==> config.mk <==
export PLATFORM = sky130hd
export DESIGN_NAME = apb_master_bridge
export DESIGN_NICKNAME = d
export VERILOG_FILES = /design/src/rtl/apb_pkg.sv /design/src/rtl/apb_master_bridge.sv
export SDC_FILE = /design/constraint.sdc
export NUM_CORES = 1
export LEC_CHECK = 0
export CAP_MARGIN = 20
export CELL_PAD_IN_SITES_DETAIL_PLACEMENT = 0
export CELL_PAD_IN_SITES_GLOBAL_PLACEMENT = 1
export CORE_MARGIN = 2
export CORE_UTILIZATION = 35
export CTS_BUF_LIST = sky130_fd_sc_hd__clkbuf_4 sky130_fd_sc_hd__clkbuf_8 sky130_fd_sc_hd__clkbuf_16
export CTS_CLUSTER_SIZE = 8
export DETAILED_ROUTE_END_ITERATION = 12
export DONT_BUFFER_PORTS = 1
export GPL_TIMING_DRIVEN = 0
export PLACE_DENSITY = 0.75
export SYNTH_ARGS = -nofsm -noshare
export SYNTH_HDL_FRONTEND = slang
export SYNTH_SLANG_ARGS = --single-unit
==> constraint.sdc <==
create_clock -name pclk -period 2 [get_ports pclk]
set_clock_uncertainty 0.1 [all_clocks]
set_input_delay 0.2 -clock pclk [delete_from_list [all_inputs] [get_ports pclk]]
set_output_delay 0.2 -clock pclk [all_outputs]
set_load 0.05 [all_outputs]
==> src/rtl/apb_pkg.sv <==
// apb_pkg: shared types and default configuration for the APB master bridge.
//   apb_state_t        - bridge FSM state encoding (IDLE / SETUP / ACCESS)
//   APB_ADDR_W         - default APB address width
//   APB_DATA_W         - default APB data width
//   APB_TIMEOUT_CYCLES - default ACCESS-phase watchdog limit
package apb_pkg;

  localparam int unsigned APB_ADDR_W         = 16;
  localparam int unsigned APB_DATA_W         = 32;
  localparam int unsigned APB_TIMEOUT_CYCLES = 64;

  typedef enum logic [1:0] {
    IDLE   = 2'd0,
    SETUP  = 2'd1,
    ACCESS = 2'd2
  } apb_state_t;

endpackage

==> src/rtl/apb_master_bridge.sv <==
// apb_master_bridge: turns a valid/ready command port into single APB
// transfers and reports each completion as a one-cycle response pulse.
//
// Optional build macro: APB_TIMEOUT_EN compiles in an ACCESS-phase watchdog
// that aborts a transfer after TIMEOUT_CYCLES cycles and flags rsp_err.
//
// Ports:
//   pclk, preset          clock, synchronous active-high reset
//   req_valid/req_ready   command handshake (req_ready is combinational)
//   req_write/addr/wdata  command payload
//   rsp_valid             one-cycle completion pulse, no back-pressure
//   rsp_rdata             read data (0 for writes/timeouts), held until next completion
//   rsp_err               completion was a watchdog timeout
//   psel/penable/pwrite   APB control
//   paddr/pwdata          APB address and write data
//   pready/prdata         APB slave response, sampled only in ACCESS
module apb_master_bridge
  import apb_pkg::*;
#(
  parameter int unsigned ADDR_W         = APB_ADDR_W,
  parameter int unsigned DATA_W         = APB_DATA_W,
  parameter int unsigned TIMEOUT_CYCLES = APB_TIMEOUT_CYCLES
) (
  input  logic              pclk,
  input  logic              preset,
  input  logic              req_valid,
  output logic              req_ready,
  input  logic              req_write,
  input  logic [ADDR_W-1:0] req_addr,
  input  logic [DATA_W-1:0] req_wdata,
  output logic              rsp_valid,
  output logic [DATA_W-1:0] rsp_rdata,
  output logic              rsp_err,
  output logic              psel,
  output logic              penable,
  output logic              pwrite,
  output logic [ADDR_W-1:0] paddr,
  output logic [DATA_W-1:0] pwdata,
  input  logic              pready,
  input  logic [DATA_W-1:0] prdata
);

  apb_state_t        state, state_nxt;
  logic              psel_nxt, penable_nxt, pwrite_nxt, rsp_valid_nxt;
  logic [ADDR_W-1:0] paddr_nxt;
  logic [DATA_W-1:0] pwdata_nxt, rsp_rdata_nxt;

`ifdef APB_TIMEOUT_EN
  // Counter must hold TIMEOUT_CYCLES-1 and one increment past it.
  localparam int unsigned CNT_W = $clog2(TIMEOUT_CYCLES + 1);

  logic [CNT_W-1:0] wd_cnt, wd_cnt_nxt;
  logic             rsp_err_q, rsp_err_nxt;
  logic             wd_expired;

  assign wd_expired = (wd_cnt == CNT_W'(TIMEOUT_CYCLES - 1));
  assign rsp_err    = rsp_err_q;
`else
  // Watchdog compiled out; keep the parameter referenced.
  logic unused_timeout_cfg;
  assign unused_timeout_cfg = ^32'(TIMEOUT_CYCLES);
  assign rsp_err            = 1'b0;
`endif

  // Only IDLE can take a command, and never while reset is held.
  assign req_ready = (state == IDLE) && !preset;

  // Next-state and next-output computation.
  always_comb begin
    state_nxt     = state;
    psel_nxt      = psel;
    penable_nxt   = penable;
    pwrite_nxt    = pwrite;
    paddr_nxt     = paddr;
    pwdata_nxt    = pwdata;
    rsp_valid_nxt = 1'b0;
    rsp_rdata_nxt = rsp_rdata;
`ifdef APB_TIMEOUT_EN
    wd_cnt_nxt    = wd_cnt;
    rsp_err_nxt   = rsp_err_q;
`endif

    case (state)
      IDLE: begin
        if (req_valid && req_ready) begin
          state_nxt   = SETUP;
          psel_nxt    = 1'b1;
          penable_nxt = 1'b0;
          pwrite_nxt  = req_write;
          paddr_nxt   = req_addr;
          pwdata_nxt  = req_wdata;
        end
      end

      SETUP: begin
        state_nxt   = ACCESS;
        penable_nxt = 1'b1;
`ifdef APB_TIMEOUT_EN
        wd_cnt_nxt  = '0;
`endif
      end

      ACCESS: begin
        // A slave completing on the expiry edge wins over the timeout.
        if (pready) begin
          state_nxt     = IDLE;
          psel_nxt      = 1'b0;
          penable_nxt   = 1'b0;
          rsp_valid_nxt = 1'b1;
          rsp_rdata_nxt = pwrite ? '0 : prdata;
`ifdef APB_TIMEOUT_EN
          rsp_err_nxt   = 1'b0;
`endif
        end
`ifdef APB_TIMEOUT_EN
        else if (wd_expired) begin
          state_nxt     = IDLE;
          psel_nxt      = 1'b0;
          penable_nxt   = 1'b0;
          rsp_valid_nxt = 1'b1;
          rsp_rdata_nxt = '0;
          rsp_err_nxt   = 1'b1;
        end else begin
          wd_cnt_nxt    = wd_cnt + CNT_W'(1);
        end
`endif
      end

      default: begin
        state_nxt   = IDLE;
        psel_nxt    = 1'b0;
        penable_nxt = 1'b0;
      end
    endcase
  end

  // State and registered outputs.
  always_ff @(posedge pclk) begin
    if (preset) begin
      state     <= IDLE;
      psel      <= 1'b0;
      penable   <= 1'b0;
      pwrite    <= 1'b0;
      paddr     <= '0;
      pwdata    <= '0;
      rsp_valid <= 1'b0;
      rsp_rdata <= '0;
    end else begin
      state     <= state_nxt;
      psel      <= psel_nxt;
      penable   <= penable_nxt;
      pwrite    <= pwrite_nxt;
      paddr     <= paddr_nxt;
      pwdata    <= pwdata_nxt;
      rsp_valid <= rsp_valid_nxt;
      rsp_rdata <= rsp_rdata_nxt;
    end
  end

`ifdef APB_TIMEOUT_EN
  // Watchdog count and error flag.
  always_ff @(posedge pclk) begin
    if (preset) begin
      wd_cnt    <= '0;
      rsp_err_q <= 1'b0;
    end else begin
      wd_cnt    <= wd_cnt_nxt;
      rsp_err_q <= rsp_err_nxt;
    end
  end
`endif

endmodule

==> results of run 1 <==
-- placed cells by master, fill, tap and decap left out --
cell type and instances:
a31oi_1 1, clkbuf_1 13, o21a_1 1, o21ai_1 1, a31o_1 1, bufinv_16 2
clkinv_1 1, nor3_1 1, dfxtp_1 86, nor2_1 1, buf_2 11, conb_1 1
o21ai_0 49, a21oi_1 1, dlygate4sd3_1 83, clkinv_4 2, buf_4 1, nor4b_4 1
nand2_1 100, nand2b_1 1, or3b_2 1, nor3_2 1, clkbuf_8 12, a22o_1 32
nand3_1 1, nor4_2 1
-- stage by stage --
| stage | power (mW) | instance area (um^2) |
|---|---|---|
| after global routing | 4.11 | 4050 |
| final | 3.97 | 4050 |
| after global placement | 2.43 | 2970 |
| after CTS | 3.99 | 4050 |
| after detailed placement | 2.44 | 2980 |
| after floorplan | 2.37 | 2840 |
-- metal layers --
metal / global-route usage / share of wire
met1: 0.211 / 0.42
met2: 0.297 / 0.47
met3: 0.0642 / 0.10
met4: 0.0640 / 0.011
met5: 0 / 0
-- sequential cells by signal, summed over array words and instances (netlist names) --
register,cells
paddr,16
penable,1
psel,1
pwdata,32
pwrite,1
rsp_rdata,32
rsp_valid,1
state,2
-- where the power goes --
group	switching, mW	internal (mW)
Combinational	0.158	0.171
Sequential	0.398	1.81
Clock	0.619	0.811
Total	1.18	2.79
-- how the worst max path moves through the flow --
stage,from,depth (start not counted),end
final,state[1]$_SDFFE_PP0P_,2,req_ready
after global routing,state[1]$_SDFFE_PP0P_,4,paddr[7]$_SDFFE_PP0P_
after CTS,state[1]$_SDFFE_PP0P_,4,pwdata[8]$_SDFFE_PP0P_
after detailed placement,state[1]$_SDFFE_PP0P_,4,pwdata[14]$_SDFFE_PP0P_
after global placement,state[0]$_SDFFE_PP0P_,2,req_ready
after floorplan,state[1]$_SDFFE_PP0P_,2,req_ready
-- worst reg2reg max path: cells and delay by family, from the launching register on --
family	cells	cell delay, ns
AO/OA/AOI/OAI	1	0.17
AND/OR/NAND/NOR	1	0.66
flip-flops	1	0.51
buffers and inverters	1	0.34
-- logic make-up after synthesis --
kind of cell	after synthesis	share of synthesized area
buffers and inverters	26	0.0405
other	1	0.00132
AND/OR/NAND/NOR	108	0.157
AO/OA/AOI/OAI	86	0.196
flip-flops	86	0.605
-- cell type report --
cell class              instances  area share
plain buffers                  25      0.0275
clock buffers                  12      0.0408
clock inverters                 4      0.0192
inverters                       1    0.000927
multi-input cells             195       0.250
flip-flops and latches         86       0.425
well taps                     102      0.0315
repair buffers                 83       0.205
==> results.md, run 1 <==
* Status: completed
* Max-slew headroom at 0.389
* Routed len/inst at 16.3 um
* Initial DRC count at 81
* CTS sink count at 86
* Yosys warnings at 0
* Die area at 8860 um^2
* Layout cell share with drive strength beyond 1 at 0.0788
* Arr. time, crit path at 1.57 ns
* Routed wire length at 8270 um
* Area growth from synthesis to layout at 42.4%
* GRT Total Usage at 0.178
* Post-place setup slack at 0.108 ns
* Worst VDD drop at 0.406 mV
* FF-to-FF Start: pwrite$_SDFFE_PP0P_
* Reg-to-Reg End: rsp_rdata[18]$_SDFFE_PP0P_
* Max Fanout on Critical Path at 8
* Finished Layout Cells at 508
* Worst-skew pair later-pin latency at 0.34 ns
* Pwr dens at 979 nW/um^2
* WP buf/inv at 1
* Worst Hold End: state[1]$_SDFFE_PP0P_
* Sequential area share after synthesis at 0.605
* Endpoints failing hold at 0
* Share of the synthesized area in the top cell type at 0.605
* Starting Density at 0.364
* Crit path largest cell delay at 0.76 ns
* Worst-path clk slew at 0.08 ns
* Worst Tran Pin Value at 0.912 ns
* Largest net degree at the start of global routing at 15
* Nets@finish at 486
* Hold Startpoint: preset
* Slowest CP cell: nor3_2
* Chip width at 94.1 um
* CP top delay family: simple AND/OR/NAND/NOR gates
* Hpwl dp at 5030 um
* Crit. End Element: output port
* Worst-path cell chain: buf_2, nor3_2
* Initial antenna violation count at 0
* Diodes inserted at 0
* Hold crit path type: primary input to flop
* Most frequent cell after synthesis: nand2_1
* Hold depth at 2
* Clock buffer depth at 2
* Post-synthesis register bit count at 86
* Worst Path Required at 1.70 ns
* Most instantiated cells after synthesis: nand2_1 (100), dfxtp_1 (86), o21ai_0 (49), a22o_1 (32), clkbuf_1 (13)
* RSZ-0062 raised after global routing: false
* Fill cells at 703
* Synth area leader: dfxtp_1
* Post-Syn Nets at 392
* Vias in the first global route at 2431
* Maxcap violations at 0
* TritonCTS clock tree: yes
* GP Congestion at 0.668
* Avg Cell Area, Syn at 9.26 um^2
* Fmax at 535 MHz
* Cts bufs inserted at 9
* Vias per cell at 5.01
* Flop2flop setup slack at 0.15 ns
* Dpl cells at 409
* Post-Syn Instances at 307
* H-tree Lvls at 3
* Hold_ws at 0.0463 ns
* Die H at 94.1 um
* Top Ports at 171
* Register area at 1720 um^2
* Remaining DRCs at 0
* First-pass GRT wire length at 12400 um
* Number of synthesized flops with an enable pin at 0
* Critical path startpoint category: flop
* Antenna Nets Post-Route at 0
* Drt first pass iters at 4
* Final period util at 0.935
* CP Class: flop to output port
* Post-route minimum period at 1.87 ns
* PortBufs at 0
* Final Setup Violations at 0
* PnR worst setup slack at 0.130 ns
* FP Rows at 32
* Top_reg_cell synth: dfxtp_1
* Cts repair resizes at 0
* Syn Std Cell Area at 2840 um^2
* CORE AREA at 7810 um^2
* Leak Pwr at 1.56 nW
* Max Slew Vio Count at 0
* Post-CTS setup buffer count at 0
* Clk Tree Root Cell: clkbuf_8
* Multi-input logic area at 1010 um^2
* Top post-synthesis cells by area: dfxtp_1 (61%), nand2_1 (13%), a22o_1 (9.9%)
* Total gr overflow at 0
* Hold buffers post-CTS at 83
* Vias after detailed routing at 2543
* Final core utilization at 0.519
* Total negative slack at 0 ns
* Netlist cell types at 21
* Post-synth ARST share at 0
* Worst R2R Path Depth at 3
No activity file was read; power rests on OpenSTA's default activity.
==> run 2: changes to the inputs <==
Settings changed: ABC_CLOCK_PERIOD_IN_PS set to 2000, CORE_MARGIN 2 to 4.
==> results.md, run 2 (synthesis results as in run 1) <==
* Arr. time, crit path at 1.54 ns (-0.03 ns)
* Hold Startpoint: preset
* Hold buffers post-CTS at 83 (unchanged)
* Power Total at 3.79 mW (-4.4%)
* Cts repair resizes at 0 (unchanged)
* Initial DRC count at 125 (+54%)
* Vias after detailed routing at 2481 (-2.4%)
* Register area at 1720 um^2 (unchanged)
* Post-route minimum period at 1.84 ns (-0.0249 ns)
* CP Class: flop to output port
* Area growth from synthesis to layout at 41.4%
* Post-route cell area at 4020 um^2 (-0.71%)
* Clock buffer depth at 2 (unchanged)
* Hold_ws at 0.0480 ns (+0.00168 ns)
* Clk Tree Root Cell: clkbuf_8
* Routed len/inst at 16.2 um (-0.22%)
* Top Ports at 171 (unchanged)
* FP Rows at 32 (unchanged)
* Final core utilization at 0.515 (-0.00369)
* Worst-skew pair later-pin latency at 0.34 ns (about the same)
* TritonCTS clock tree: yes
* GRT Total Usage at 0.166 (-0.0118)
* PortBufs at 0 (unchanged)
* PnR worst setup slack at 0.155 ns (+0.0249 ns)
* Multi-input logic area at 1010 um^2 (unchanged)
* Final Setup Violations at 0 (unchanged)
* Vias in the first global route at 2525 (+3.9%)
* Critical path startpoint category: flop
* Remaining DRCs at 0 (unchanged)
* Worst VDD drop at 0.357 mV (-12%)
* Layout cell share with drive strength beyond 1 at 0.0788 (unchanged)
* First-pass GRT wire length at 13000 um (+5.2%)
* Maxcap violations at 0 (unchanged)
* Die H at 98.1 um (+4.2%)
* FF-to-FF Start: state[1]$_SDFFE_PP0P_
* Crit. End Element: output port
* H-tree Lvls at 3 (unchanged)
* Die area at 9630 um^2 (+8.7%)
* Worst Path Required at 1.70 ns (about the same)
* Dpl cells at 409 (unchanged)
* Total negative slack at 0 ns (unchanged)
* Commonest non-fill, non-tap cell in the layout: nand2_1
* Status: completed
* Most frequent cells in the layout: nand2_1 (100), dfxtp_1 (86), dlygate4sd3_1 (83), o21ai_0 (49), a22o_1 (32)
* Chip width at 98.1 um (+4.2%)
* Max Slew Vio Count at 0 (unchanged)
* Vias per cell at 4.88 (-2.4%)
* Fmax at 542 MHz (+1.4%)
* Hpwl dp at 5370 um (+6.9%)
* Nets@finish at 486 (unchanged)
* Routed wire length at 8250 um (-0.22%)
* Leak Pwr at 1.55 nW (-1.1%)
* Final period util at 0.922 (-0.0125)
* Max Fanout on Critical Path at 8 (unchanged)
* Starting Density at 0.364 (unchanged)
* GP Congestion at 0.781 (+17%)
* Initial antenna violation count at 0 (unchanged)
* Max-slew headroom at 0.403 (+0.0147)
* Finished Layout Cells at 508 (unchanged)
* Worst-path clk slew at 0.08 ns (about the same)
* DP Area at 2980 um^2 (unchanged)
* Worst Tran Pin Value at 0.890 ns (-0.0219 ns)
* Antenna Nets Post-Route at 0 (unchanged)
* Total gr overflow at 0 (unchanged)
* Fill cells at 706 (+0.43%)
* Drt first pass iters at 4 (unchanged)
* RSZ-0062 raised after global routing: false
* Cts bufs inserted at 9 (unchanged)
* Endpoints failing hold at 0 (unchanged)
* CORE AREA at 7810 um^2 (unchanged)
* Reg-to-Reg End: pwdata[12]$_SDFFE_PP0P_
* Post-CTS setup buffer count at 0 (unchanged)
* Regs by FF count: pwdata: 32 flops, rsp_rdata: 32 flops, paddr: 16 flops
* Diodes inserted at 0 (unchanged)
* Hold crit path type: primary input to flop
* Flop2flop setup slack at 0.18 ns (+0.03 ns)
* Worst Hold End: state[1]$_SDFFE_PP0P_
* Hold depth at 2 (unchanged)
* Post-place setup slack at 0.104 ns (-0.00370 ns)
* Pwr dens at 942 nW/um^2 (-3.8%)
* CTS sink count at 86 (unchanged)
* Largest net degree at the start of global routing at 15 (unchanged)
* Worst R2R Path Depth at 4 (+1)
==> run 2: cell type report <==
type	instances	area share
tap	102	0.0317
timing repair buffer	83	0.207
buffer	25	0.0277
inverter	1	0.000933
sequential	86	0.428
clock inverter	4	0.0137
multi-input combinational	195	0.252
clock buffer	12	0.0395
==> run 2: power breakdown <==
group | switching, mW | internal (mW)
combinational | 0.159 | 0.171
clock | 0.590 | 0.664
sequential | 0.398 | 1.81
total | 1.15 | 2.64
==> run 2: worst max-delay path, stage by stage (launching register included) <==
cell and delay [ns]:
dfxtp_1 0.30, buf_2 0.16, nor3_2 0.75
==> run 2: per-layer routing <==
metal | part of all wire | global-route usage | vias up
li1 | - | - | 1216
met1 | 0.41 | 0.201 | 1118
met2 | 0.46 | 0.269 | 136
met3 | 0.12 | 0.0650 | 11
met4 | 0.013 | 0.0630 | 0
met5 | 0 | 0 | -
==> run 2: how the worst max path moves through the flow <==
stage	start	end
after floorplan	state[1]$_SDFFE_PP0P_	req_ready
after global placement	state[0]$_SDFFE_PP0P_	req_ready
after detailed placement	state[1]$_SDFFE_PP0P_	pwdata[8]$_SDFFE_PP0P_
after CTS	state[1]$_SDFFE_PP0P_	pwdata[8]$_SDFFE_PP0P_
after global routing	state[1]$_SDFFE_PP0P_	pwdata[10]$_SDFFE_PP0P_
final	state[1]$_SDFFE_PP0P_	req_ready
